$ cat src/rtl/sad_best_match_if.sv
// Candidate-in / result-out handshake bundle for the SAD best-match selector.
interface sad_best_match_if #(
  parameter int SAD_W = 16,
  parameter int IDX_W = 6
);
  logic             in_valid;
  logic [SAD_W-1:0] in_sad;
  logic             in_ready;
  logic             out_valid;
  logic             out_ready;
  logic [SAD_W-1:0] best_sad;
  logic [IDX_W-1:0] best_idx;

  modport master (
    output in_valid, in_sad, out_ready,
    input  in_ready, out_valid, best_sad, best_idx
  );

  modport slave (
    input  in_valid, in_sad, out_ready,
    output in_ready, out_valid, best_sad, best_idx
  );
endinterface

$ cat src/rtl/sad_best_match.sv
// Tracks the minimum block SAD and its arrival index over a search window.
// Optional early termination on a threshold hit: define SAD_EARLY_TERM_EN.
module sad_best_match #(
  parameter int SAD_W    = 16,
  parameter int IDX_W    = 6,
  parameter int NUM_CAND = 64
) (
  input  logic             clk,
  input  logic             reset,
  input  logic             start,
`ifdef SAD_EARLY_TERM_EN
  input  logic [SAD_W-1:0] thresh,
`endif
  sad_best_match_if.slave  bus,
  output logic [IDX_W:0]   cand_cnt,
  output logic             busy,
  output logic             early_term
);

  typedef enum logic [1:0] {IDLE, SEARCH, DONE} state_t;

  localparam logic [IDX_W:0]   LAST_CNT = (IDX_W+1)'(NUM_CAND - 1);
  localparam logic [SAD_W-1:0] SAD_MAX  = '1;

  state_t           state, state_nxt;
  logic             xfer;
  logic             hit;
  logic             win_done;
  logic [SAD_W-1:0] best_sad_r;
  logic [IDX_W-1:0] best_idx_r;

  // Strict compare keeps the earliest index on ties.
  function automatic logic is_better(input logic [SAD_W-1:0] cand,
                                     input logic [SAD_W-1:0] best);
    return cand < best;
  endfunction

  assign xfer = bus.in_valid && (state == SEARCH);
`ifdef SAD_EARLY_TERM_EN
  assign hit = bus.in_sad <= thresh;
`else
  assign hit = 1'b0;
`endif
  assign win_done = xfer && ((cand_cnt == LAST_CNT) || hit);

  always_ff @(posedge clk or negedge reset) begin
    if (!reset) state <= IDLE;
    else        state <= state_nxt;
  end

  always_comb begin
    state_nxt = state;
    unique case (state)
      IDLE:    if (start)         state_nxt = SEARCH;
      SEARCH:  if (win_done)      state_nxt = DONE;
      DONE:    if (bus.out_ready) state_nxt = IDLE;
      default:                    state_nxt = IDLE;
    endcase
  end

  // Running minimum: one comparator and one mux per accepted candidate.
  always_ff @(posedge clk or negedge reset) begin
    if (!reset) begin
      best_sad_r <= SAD_MAX;
      best_idx_r <= '0;
      cand_cnt   <= '0;
    end else if (state == IDLE && start) begin
      best_sad_r <= SAD_MAX;
      best_idx_r <= '0;
      cand_cnt   <= '0;
    end else if (xfer) begin
      cand_cnt <= cand_cnt + 1'b1;
      if (is_better(bus.in_sad, best_sad_r)) begin
        best_sad_r <= bus.in_sad;
        best_idx_r <= cand_cnt[IDX_W-1:0];
      end
    end
  end

`ifdef SAD_EARLY_TERM_EN
  logic early_term_r;

  always_ff @(posedge clk or negedge reset) begin
    if (!reset)                      early_term_r <= 1'b0;
    else if (state == IDLE && start) early_term_r <= 1'b0;
    else if (win_done)               early_term_r <= hit;
  end

  assign early_term = early_term_r;
`else
  assign early_term = 1'b0;
`endif

  assign bus.in_ready  = (state == SEARCH);
  assign bus.out_valid = (state == DONE);
  assign bus.best_sad  = best_sad_r;
  assign bus.best_idx  = best_idx_r;
  assign busy          = (state != IDLE);

endmodule

$ cat src/flat_wrapper.sv
// flat-port wrapper written by rule: the top's interface ports become plain ports
module sad_best_match_flat 
#(
  parameter int SAD_W    = 16,
  parameter int IDX_W    = 6,
  parameter int NUM_CAND = 64
)
  (clk, reset, start, cand_cnt, busy, early_term, bus_in_valid, bus_in_sad, bus_out_ready, bus_in_ready, bus_out_valid, bus_best_sad, bus_best_idx);
  sad_best_match_if #(.SAD_W(SAD_W), .IDX_W(IDX_W)) bus_i ();
  input  logic clk;
  input  logic reset;
  input  logic start;
  output logic [IDX_W:0] cand_cnt;
  output logic busy;
  output logic early_term;
  input wire logic [$bits(bus_i.in_valid)-1:0] bus_in_valid;
  input wire logic [$bits(bus_i.in_sad)-1:0] bus_in_sad;
  input wire logic [$bits(bus_i.out_ready)-1:0] bus_out_ready;
  output wire logic [$bits(bus_i.in_ready)-1:0] bus_in_ready;
  output wire logic [$bits(bus_i.out_valid)-1:0] bus_out_valid;
  output wire logic [$bits(bus_i.best_sad)-1:0] bus_best_sad;
  output wire logic [$bits(bus_i.best_idx)-1:0] bus_best_idx;
  assign bus_i.in_valid = bus_in_valid;
  assign bus_i.in_sad = bus_in_sad;
  assign bus_i.out_ready = bus_out_ready;
  assign bus_in_ready = bus_i.in_ready;
  assign bus_out_valid = bus_i.out_valid;
  assign bus_best_sad = bus_i.best_sad;
  assign bus_best_idx = bus_i.best_idx;
  sad_best_match #(.SAD_W(SAD_W), .IDX_W(IDX_W), .NUM_CAND(NUM_CAND)) u_core (.clk(clk), .reset(reset), .start(start), .bus(bus_i), .cand_cnt(cand_cnt), .busy(busy), .early_term(early_term));
endmodule
$ cat config.mk
export PLATFORM = sky130hd
export DESIGN_NAME = sad_best_match_flat
export DESIGN_NICKNAME = d
export VERILOG_FILES = /design/src/rtl/sad_best_match_if.sv /design/src/rtl/sad_best_match.sv /design/src/flat_wrapper.sv
export SDC_FILE = /design/constraint.sdc
export NUM_CORES = 1
export LEC_CHECK = 0
export BUFFER_PORTS_ARGS = -buffer_cell sky130_fd_sc_hd__buf_2
export CAP_MARGIN = 20
export CORE_UTILIZATION = 51
export DETAILED_ROUTE_END_ITERATION = 10
export PLACE_DENSITY = 0.79
export SLEW_MARGIN = 5
export SYNTH_ARGS = -nofsm -noshare
export SYNTH_HDL_FRONTEND = slang
export SYNTH_SLANG_ARGS = --single-unit
$ cat constraint.sdc
create_clock -name clk -period 2.51 [get_ports clk]
set_input_delay 0.502 -clock clk [delete_from_list [all_inputs] [get_ports clk]]
set_output_delay 0.502 -clock clk [all_outputs]
set_load 0.02 [all_outputs]
==> results of run 1 <==
-- metrics by stage --
| step | area (um^2) | power [mW] |
|---|---|---|
| final | 2230 | 2.91 |
| after global placement | 2140 | 2.46 |
| after detailed placement | 2140 | 2.50 |
| after CTS | 2230 | 2.93 |
| after floorplan | 1840 | 2.08 |
| after global routing | 2230 | 3.15 |
-- power by group through the flow --
| stage | Sequential (mW) | Clock [mW] | Combinational (mW) |
|---|---|---|---|
| 6_report | 1.03 | 0.406 | 1.47 |
| 5_1_grt | 1.07 | 0.444 | 1.63 |
| 4_1_cts | 1.03 | 0.417 | 1.48 |
| 3_5_place_dp | 1.04 | 0 | 1.46 |
| 3_3_place_gp | 1.03 | 0 | 1.43 |
| 2_1_floorplan | 1.31 | 0 | 0.773 |
-- sequential cells by signal (all words and copies together) (netlist names) --
signal               count
u_core.bus.best_sad     16
u_core.cand_cnt          7
u_core.bus.best_idx      6
u_core.state             2
-- cell type report --
type	instances	share of cell area (%)
clock buffers	6	2.30
clock inverters	2	1.57
inverters	35	5.90
multi-input cells	114	39.2
flip-flops and latches	31	35.7
well taps	46	2.58
repair buffers	55	12.7
-- metal layers --
layer  vias to the layer above  track usage, %
li1                        704               -
met1                       658            27.1
met2                        32            30.4
met3                         4            6.00
met4                         0            5.71
met5                         -               0
-- worst register-to-register path: cells and delay by family (launching register included) --
family	cells	cell delay (ns)
flip-flops	1	0.55
AO/OA/AOI/OAI	3	0.55
buffers and inverters	2	0.35
adder cells (fa/ha/maj)	1	0.31
AND/OR/NAND/NOR	1	0.31
multiplexers	1	0.18
-- cells in the final DEF (no fill, tap or decap), types with 3 or more instances in the layout --
cell type | Yosys | routed
dfstp_2 | 16 | 16
a21oi_1 | 4 | 4
nand2_1 | 5 | 5
nor2b_1 | 7 | 7
buf_4 | 2 | 3
nand3_1 | 5 | 5
xor2_1 | 4 | 4
ha_1 | 16 | 16
dfrtp_1 | 15 | 15
clkbuf_4 | 0 | 5
mux2i_1 | 16 | 16
mux2_4 | 4 | 4
inv_1 | 35 | 35
nor2_1 | 26 | 25
buf_2 | 1 | 52
-- kinds of logic after synthesis --
group                      after synthesis  synth area share (%)
buffers and inverters                   41                  9.26
and+or+nand+nor                         54                  14.3
AOI/OAI and AO/OA                       15                  5.93
adders and majority gates               16                  10.9
DFF                                     31                  43.3
muxes                                   22                  13.2
other                                    1                 0.204
xor gates and xnor gates                 6                  2.86
-- path summary, 6_finish.rpt --
check                                       start                      end  cells past startpoint
max                        u_core.bus.best_sad[7]  u_core.bus.best_sad[12]                      8
min                                         reset          u_core.state[0]                      1
max reg2reg                u_core.bus.best_sad[7]  u_core.bus.best_sad[12]                      8
min reg2reg                u_core.bus.best_sad[1]   u_core.bus.best_sad[1]                      2
max in group asynchronous                   reset   u_core.bus.best_idx[2]                      1
min in group clk                   bus_in_sad[10]  u_core.bus.best_sad[10]                      3
==> results.sh, run 1 <==
export IMPL_multiInputGateArea_um2=873
export IMPL_path_max_fanout=9
export IMPL_grt_overflow=0
export IMPL_tightest_slew_ns=0.669
export IMPL_place_hpwl_mm=2.65
export IMPL_drive_above_1_share_pct=36.2
export IMPL_synth_area_leaders="dfstp_2 (23%), dfrtp_1 (20%), ha_1 (11%)"
export IMPL_swShare_pct=41.8
export IMPL_netlist_area_leader_share_pct=22.9
export IMPL_max_slew_margin_pct=55.4
export IMPL_drt_iter0_markers=72
export IMPL_wl_per_cell_um=12.3
export IMPL_area_growth_pct=21.3
export IMPL_outcome="finished clean"
export IMPL_period_needed_ns=2.35
export IMPL_cts_clk_slew_worst_paths_ns=0.10
export IMPL_ant_nets=0
export IMPL_core_area_um2=3390
export IMPL_hold_class="in2async"
export IMPL_combPwrFrac_pct=50.5
export IMPL_synth_seq_cells=31
export IMPL_async_flop_share_pct=100
export IMPL_cp_cell_sequence="inv_1, ha_1, a41oi_1, o21ai_0, a2bb2oi_1, nand4_2, buf_4, mux2i_1"
export IMPL_die_height_um=62.0
export IMPL_cp_required_ns=2.76
export IMPL_insertion_delay_ns=0.33
export IMPL_grt_max_degree=32
export IMPL_regArea_um2=796
export IMPL_critPathArrivalTime_ns=2.60
export IMPL_cts_resized=0
export IMPL_grt_total_usage_pct=19.8
export IMPL_synthTopCellsByCount="inv_1 (35), nor2_1 (26), dfstp_2 (16), ha_1 (16), mux2i_1 (16)"
export IMPL_die_area_um2=3850
export IMPL_cts_made_buffers=5
export IMPL_setup_viol=0
export IMPL_syn_avg_cell_area_um2=9.88
export IMPL_rsz0062_at_grt="no"
export IMPL_place_congestion=0.763
export IMPL_row_count=21
export IMPL_via_count=1398
export IMPL_crit_type="reg2reg"
export IMPL_p_per_area_nw_per_um2=1300
export IMPL_nets=279
export IMPL_drc_errors=0
export IMPL_startpoint_type="flop"
export IMPL_h_tree_depth=2
export IMPL_power_switching_mw=1.21
export IMPL_fmax_mhz=426
export IMPL_die_w_um=62.0
export IMPL_seqPwrFrac_pct=35.5
export IMPL_tns_ns=0
export IMPL_crit_family="flip-flops"
export IMPL_yosys_warnings=0
export IMPL_m1WireLength_mm=1.71
export IMPL_start_util_pct=54.2
export IMPL_leakagePower_nw=1.27
export IMPL_postLayoutCoreUtil_pct=65.7
export IMPL_cts_num_sinks=31
export IMPL_place_inst=281
export IMPL_crit_buf_inv=2
export IMPL_synthCells=186
export IMPL_synth_sequential_area_ratio_pct=43.3
export IMPL_synth_largest_area_cell="dfstp_2"
export IMPL_met2_length_mm=1.64
export IMPL_clk_path_buf_depth=2
export IMPL_nFillCells=275
export IMPL_via_per_inst=4.84
export IMPL_cts_tree="done"
export IMPL_syn_nets=223
export IMPL_power_frac_clock_pct=14.0
export IMPL_slew_viol_final=0
export IMPL_fin_cells=289
export IMPL_fin_hold_ws_ns=0.199
export IMPL_cp_end_kind="flop"
export IMPL_post_cts_buffers=0
export IMPL_grt_pass1_vias=1183
export IMPL_clockRootBuffer="clkbuf_4"
export IMPL_critPathMaxStageDelay_ns=0.55
export IMPL_grt_antenna_before_repair=0
export IMPL_dr_pass1_iters=4
export IMPL_n_antenna_cell=0
export IMPL_postCtsHoldBufs=0
export IMPL_ios=54
export IMPL_yosysMostFrequentCell="inv_1"
export IMPL_pre_cts_slack_ns=0.168
export IMPL_synth_edf_count=0
export IMPL_reg2reg_slack_ns=0.16
export IMPL_wl_mm=3.55
export IMPL_finalHoldViolCount=0
export IMPL_vdd_drop_max_mv=0.601
export IMPL_setup_slack_ns=0.163
export IMPL_grt_pass1_wl_mm=5.46
export IMPL_critPathSlowestCell="dfstp_2"
export IMPL_synth_distinct_cells=37
export IMPL_finalClockSkew_ns=0.00785
export IMPL_p_int_mw=1.69
export IMPL_wl_met3_um=171
export IMPL_finalCritPeriodShare_pct=93.5
export IMPL_synth_flop_cell="dfstp_2"
export IMPL_synth_area_um2=1840
export IMPL_io_buffers=52
export IMPL_maxUsedRoutingLayer="met4"
export IMPL_maxCapViolCount=0
No activity file was read; power rests on OpenSTA's default activity.
==> run 2, diff against run 1 <==
==> constraint.sdc (replaced) <==
create_clock -name clk -period 2.2 [get_ports clk]
set_input_delay 0.44 -clock clk [delete_from_list [all_inputs] [get_ports clk]]
set_output_delay 0.44 -clock clk [all_outputs]
set_load 0.02 [all_outputs]
==> run 2 against run 1 <==
Die area did not move. Largest power group unchanged. Sequential power rose by 15%. Count of clock-buffer cells in the layout did not move. Core utilization rose by 5.6 points. Via count rose by 4.4%. Maximum frequency rose by 7.1%. Worst hold slack got worse by 0.072 ns. Flip-flop and latch count did not move. Clock skew fell by 0.00094 ns. Critical endpoint is now u_core.bus.best_idx[4].
==> results.sh, run 2 (synthesis gave the netlist of run 1 again) <==
export IMPL_outcome="finished clean"
export IMPL_layout_commonest_cell="buf_2"
export IMPL_final_area_um2=2420
export IMPL_drt_iter0_markers=63
export IMPL_clockRootBuffer="clkbuf_4"
export IMPL_grt_pass1_wl_mm=5.54
export IMPL_via_count=1459
export IMPL_fmax_mhz=456
export IMPL_n_antenna_cell=0
export IMPL_hold_class="in2async"
export IMPL_row_count=21
export IMPL_p_per_area_nw_per_um2=1500
export IMPL_start_util_pct=54.2
export IMPL_leakagePower_nw=1.35
export IMPL_postCtsHoldBufs=0
export IMPL_crit_type="reg2reg"
export IMPL_grt_antenna_before_repair=0
export IMPL_setup_viol=0
export IMPL_grt_max_degree=32
export IMPL_place_hpwl_mm=2.60
export IMPL_maxCapViolCount=0
export IMPL_fin_total_pwr_mw=3.63
export IMPL_finalClockSkew_ns=0.00691
export IMPL_final_cell_mix="buf_2 (52), inv_1 (32), nor2_1 (25)"
export IMPL_dr_pass1_iters=4
export IMPL_place_area_um2=2170
export IMPL_clk_path_buf_depth=2
export IMPL_startpoint_type="flop"
export IMPL_period_needed_ns=2.19
export IMPL_slew_viol_final=0
export IMPL_grt_pass1_vias=1246
export IMPL_area_growth_pct=31.5
export IMPL_cts_clk_slew_worst_paths_ns=0.10
export IMPL_tightest_slew_ns=0.669
export IMPL_path_max_fanout=5
export IMPL_die_w_um=62.0
export IMPL_tns_ns=0
export IMPL_critPathArrivalTime_ns=2.42
export IMPL_place_congestion=0.811
export IMPL_die_height_um=62.0
export IMPL_cp_end_kind="flop"
export IMPL_core_area_um2=3390
export IMPL_via_per_inst=4.91
export IMPL_grt_total_usage_pct=20.1
export IMPL_finalHoldViolCount=0
export IMPL_wl_per_cell_um=13.3
export IMPL_setup_slack_ns=0.00847
export IMPL_cts_tree="done"
export IMPL_h_tree_depth=2
export IMPL_finalCritPeriodShare_pct=99.6
export IMPL_insertion_delay_ns=0.34
export IMPL_cp_cell_sequence="inv_2, ha_4, nand4_1, nor3_4, o211ai_2, nand4_4, clkbuf_16, mux2_4"
export IMPL_die_area_um2=3850
export IMPL_pre_cts_slack_ns=0.0299
export IMPL_largest_reg_flops=16
export IMPL_rsz0062_at_grt="yes"
export IMPL_vdd_drop_max_mv=0.694
export IMPL_critPathSlowestCell="dfstp_2"
export IMPL_ios=54
export IMPL_cts_made_buffers=5
export IMPL_io_buffers=52
export IMPL_critPathMaxStageDelay_ns=0.56
export IMPL_drive_above_1_share_pct=42.6
export IMPL_grt_overflow=0
export IMPL_drc_errors=0
export IMPL_nets=287
export IMPL_cts_num_sinks=31
export IMPL_postLayoutCoreUtil_pct=71.3
export IMPL_wl_mm=3.96
export IMPL_ant_nets=0
export IMPL_cp_required_ns=2.43
export IMPL_max_slew_margin_pct=55.4
export IMPL_r2r_cells=8
run 2: cell types whose count changed in the layout (fill, tap and decap cells not counted), moves of 2 or more:
cell / change
buf_4: +4
ha_1: -4
ha_4: +4
inv_1: -3
inv_2: +3
buf_8: +2
mux2_1: -2
mux2_4: +2
run 2: path summary, 6_finish.rpt:
path	to	slack, ns	start
worst min register to register	u_core.bus.best_sad[0]	0.54	u_core.bus.best_sad[0]
min in group clk	u_core.bus.best_sad[3]	0.30	bus_in_sad[3]
worst max-delay path	u_core.bus.best_idx[4]	0.008	u_core.bus.best_sad[15]
max in group asynchronous	u_core.bus.best_idx[4]	1.64	reset
worst max register to register	u_core.bus.best_idx[4]	0.008	u_core.bus.best_sad[15]
worst min-delay path	u_core.cand_cnt[5]	0.13	reset
run 2: cell type report:
type | instances | area, um^2
Fill cell | 249 | 973
Timing Repair Buffer | 63 | 388
Clock buffer | 6 | 51.3
Clock inverter | 2 | 35.0
Inverter | 35 | 131
Multi-Input combinational cell | 114 | 957
Sequential cell | 31 | 796
Tap cell | 46 | 57.6
run 2: where the power goes:
| part | internal, mW | switching, mW |
|---|---|---|
| Clock | 0.268 | 0.209 |
| Sequential | 0.949 | 0.230 |
| Combinational | 0.912 | 1.07 |
| Total | 2.13 | 1.50 |
run 2: what timing repair did:
action                                  CTS  global route
pin swaps                                 1             8
setup buffers                             0             5
resized for setup                         0            18
endpoints found under the setup margin    2             8
cloned                                    0             1
run 2: stage by stage:
| step | cells | hold slack (ns) |
|---|---|---|
| CTS | 291 | 0.148 |
| global route | 297 | 0.184 |
| detailed placement | 283 | 0.520 |
| global placement | 283 | 0.518 |
| floorplan | 186 | 0.144 |
| finish | 297 | 0.127 |
run 2: layer usage:
metal / global-route usage, % / vias up / part of all wire, %
li1: - / 730 / -
met1: 27.0 / 689 / 47
met2: 31.8 / 34 / 48
met3: 3.93 / 6 / 3.6
met4: 8.57 / 0 / 1.4
met5: 0 / - / 0
run 2: critical path, delay by kind of cell, from the launching register on:
family	cells	cell delay (ns)
and+or+nand+nor	3	0.62
DFF	1	0.56
muxes	1	0.29
adders and majority gates	1	0.26
buffers and inverters	2	0.21
AOI/OAI and AO/OA	1	0.15
==> run 3, diff against run 2 <==
--- a/config.mk
+++ b/config.mk
@@ -5,11 +5,13 @@
 export SDC_FILE = /design/constraint.sdc
 export NUM_CORES = 1
 export LEC_CHECK = 0
-export BUFFER_PORTS_ARGS = -buffer_cell sky130_fd_sc_hd__buf_2
 export CAP_MARGIN = 20
-export CORE_UTILIZATION = 51
+export CELL_PAD_IN_SITES_DETAIL_PLACEMENT = 0
+export CELL_PAD_IN_SITES_GLOBAL_PLACEMENT = 1
+export CORE_UTILIZATION = 47
 export DETAILED_ROUTE_END_ITERATION = 10
-export PLACE_DENSITY = 0.79
+export DONT_BUFFER_PORTS = 1
+export PLACE_DENSITY_LB_ADDON = 0.1
 export SLEW_MARGIN = 5
 export SYNTH_ARGS = -nofsm -noshare
 export SYNTH_HDL_FRONTEND = slang
==> run 3 against run 2 <==
Sequential power up 12%. Largest power group unchanged. Highest routed layer unchanged. First-iteration DRC count decreased by 68%. Sequential share of layout area is 2.1 points higher. Largest cell class unchanged.
==> results.sh, run 3 (synthesis gave the netlist of run 1 again) <==
export IMPL_p_int_mw=2.05
export IMPL_grt_overflow=0
export IMPL_wl_mm=3.94
export IMPL_cts_made_buffers=5
export IMPL_cp_end_kind="flop"
export IMPL_ant_nets=0
export IMPL_drc_errors=0
export IMPL_largest_reg_flops=16
export IMPL_grt_pass1_wl_mm=6.47
export IMPL_period_needed_ns=2.16
export IMPL_n_antenna_cell=0
export IMPL_io_buffers=0
export IMPL_combPwrFrac_pct=50.4
export IMPL_r2r_start="u_core.bus.best_sad[14]"
export IMPL_tightest_slew_ns=0.809
export IMPL_multiInputGateArea_um2=967
export IMPL_die_height_um=64.5
export IMPL_max_slew_margin_pct=45.9
export IMPL_r2r_cells=8
export IMPL_cts_num_sinks=31
export IMPL_finalClockSkew_ns=0.00918
export IMPL_h_tree_depth=2
export IMPL_swShare_pct=41.6
export IMPL_clk_path_buf_depth=2
export IMPL_fmax_mhz=464
export IMPL_hold_end="u_core.bus.best_sad[8]"
export IMPL_die_area_um2=4160
export IMPL_finalCritPeriodShare_pct=98.0
export IMPL_nFillCells=322
export IMPL_vdd_drop_max_mv=0.727
export IMPL_reg2reg_slack_ns=0.04
export IMPL_final_cell_mix="inv_1 (32), nor2_1 (25), buf_4 (21)"
export IMPL_p_per_area_nw_per_um2=1550
export IMPL_insertion_delay_ns=0.28
export IMPL_power_frac_clock_pct=12.1
export IMPL_layout_commonest_cell="inv_1"
export IMPL_hold_class="in2reg"
export IMPL_place_hpwl_mm=2.91
export IMPL_via_count=1322
export IMPL_regArea_um2=796
export IMPL_drt_iter0_markers=20
export IMPL_pre_cts_slack_ns=-0.0534
export IMPL_dr_pass1_iters=4
export IMPL_core_area_um2=3720
export IMPL_grt_total_usage_pct=20.4
export IMPL_setup_slack_ns=0.0437
export IMPL_outcome="finished clean"
export IMPL_clockRootBuffer="clkbuf_8"
export IMPL_finalHoldViolCount=0
export IMPL_hp_start="bus_in_sad[8]"
export IMPL_area_growth_pct=23.7
export IMPL_seqPwrFrac_pct=37.5
export IMPL_startpoint_type="flop"
export IMPL_tns_ns=0
export IMPL_die_w_um=64.5
export IMPL_crit_type="reg2reg"
export IMPL_cp_required_ns=2.36
export IMPL_start_util_pct=49.4
export IMPL_rsz0062_at_grt="yes"
export IMPL_cts_tree="done"
export IMPL_grt_pass1_vias=1454
export IMPL_power_switching_mw=1.46
export IMPL_path_max_fanout=4
export IMPL_place_congestion=0.757
export IMPL_ios=54
export IMPL_grt_max_degree=22
export IMPL_leakagePower_nw=1.19
export IMPL_via_per_inst=5.05
export IMPL_wl_per_cell_um=15.0
export IMPL_drive_above_1_share_pct=31.3
export IMPL_critPathArrivalTime_ns=2.32
export IMPL_timing_rr_end="u_core.bus.best_idx[2]"
export IMPL_nets=250
export IMPL_setup_viol=0
export IMPL_grt_antenna_before_repair=0
export IMPL_row_count=22
export IMPL_slew_viol_final=0
export IMPL_maxCapViolCount=0
export IMPL_cts_clk_slew_worst_paths_ns=0.07
export IMPL_min_path_cells=2
## run 3: changes by cell type in the layout (fill, tap and decap cells not counted), sizes merged
cell         previous run  this run
dlygate4sd3             0         2
bufinv                  1         0
clkbuf                  7         9
clkinv                  1         0
buf                    62        23
## run 3: through the flow
stage / utilization [%] / std cells / cell area [um^2] / power (mW) / hold slack (ns)
finish: 61.1 / 262 / 2270 / 3.52 / 0.244
global route: 61.1 / 262 / 2270 / 3.79 / 0.235
CTS: 57.5 / 260 / 2140 / 3.34 / 0.000484
detailed placement: 54.4 / 248 / 2020 / 2.86 / 0.146
global placement: 54.4 / 248 / 2020 / 2.79 / 0.146
floorplan: - / 186 / 1840 / 2.37 / 0.144
## run 3: what timing repair did
action,4_1_cts,5_1_grt
setup endpoints to repair,6,21
resized for setup,1,17
buffers inserted,3,1
pin swaps,3,1
endpoints found under the hold margin,18,13
hold buffers,1,1
gates cloned,0,1
## run 3: worst max-delay path by stage
stage / start / to / slack (ns) / cells past startpoint
6_report: u_core.bus.best_sad[14] / u_core.bus.best_idx[2] / 0.04 / 8
5_1_grt: u_core.bus.best_sad[14] / u_core.bus.best_sad[15] / -0.04 / 8
4_1_cts: u_core.bus.best_sad[13] / u_core.bus.best_sad[12] / 0.02 / 9
3_5_place_dp: u_core.bus.best_sad[13] / u_core.bus.best_idx[0] / -0.05 / 8
3_3_place_gp: u_core.bus.best_sad[13] / u_core.bus.best_idx[5] / 0.02 / 8
2_1_floorplan: u_core.bus.best_sad[15] / u_core.bus.best_idx[1] / 0.06 / 8
## run 3: cell type report
type                            count  area share (%)
Clock buffer                        8            3.52
Inverter                           35            5.78
Multi-Input combinational cell    114            42.6
Sequential cell                    31            35.0
Tap cell                           48            2.64
Timing Repair Buffer               26            10.5
## run 3: critical path, stage by stage (launching register included)
cell and delay [ns]:
dfstp_2 0.55, inv_2 0.05, ha_4 0.25, nand4_1 0.19, nor3_4 0.24, o211ai_2 0.17, nand4_4 0.16, clkbuf_16 0.16
mux2_4 0.28
## run 3: routing by layer
layer | GRT usage, % | vias up | part of all wire [%]
li1 | - | 651 | -
met1 | 23.9 | 629 | 44
met2 | 35.3 | 40 | 49
met3 | 8.10 | 2 | 6.9
met4 | 4.17 | 0 | 0.20
met5 | 0 | - | 0
## run 3: power by group through the flow
stage / Clock (mW) / Sequential [mW] / Combinational (mW)
2_1_floorplan: 0 / 1.49 / 0.882
3_3_place_gp: 0 / 1.31 / 1.48
3_5_place_dp: 0 / 1.32 / 1.54
4_1_cts: 0.435 / 1.31 / 1.59
5_1_grt: 0.459 / 1.36 / 1.97
6_report: 0.426 / 1.32 / 1.77
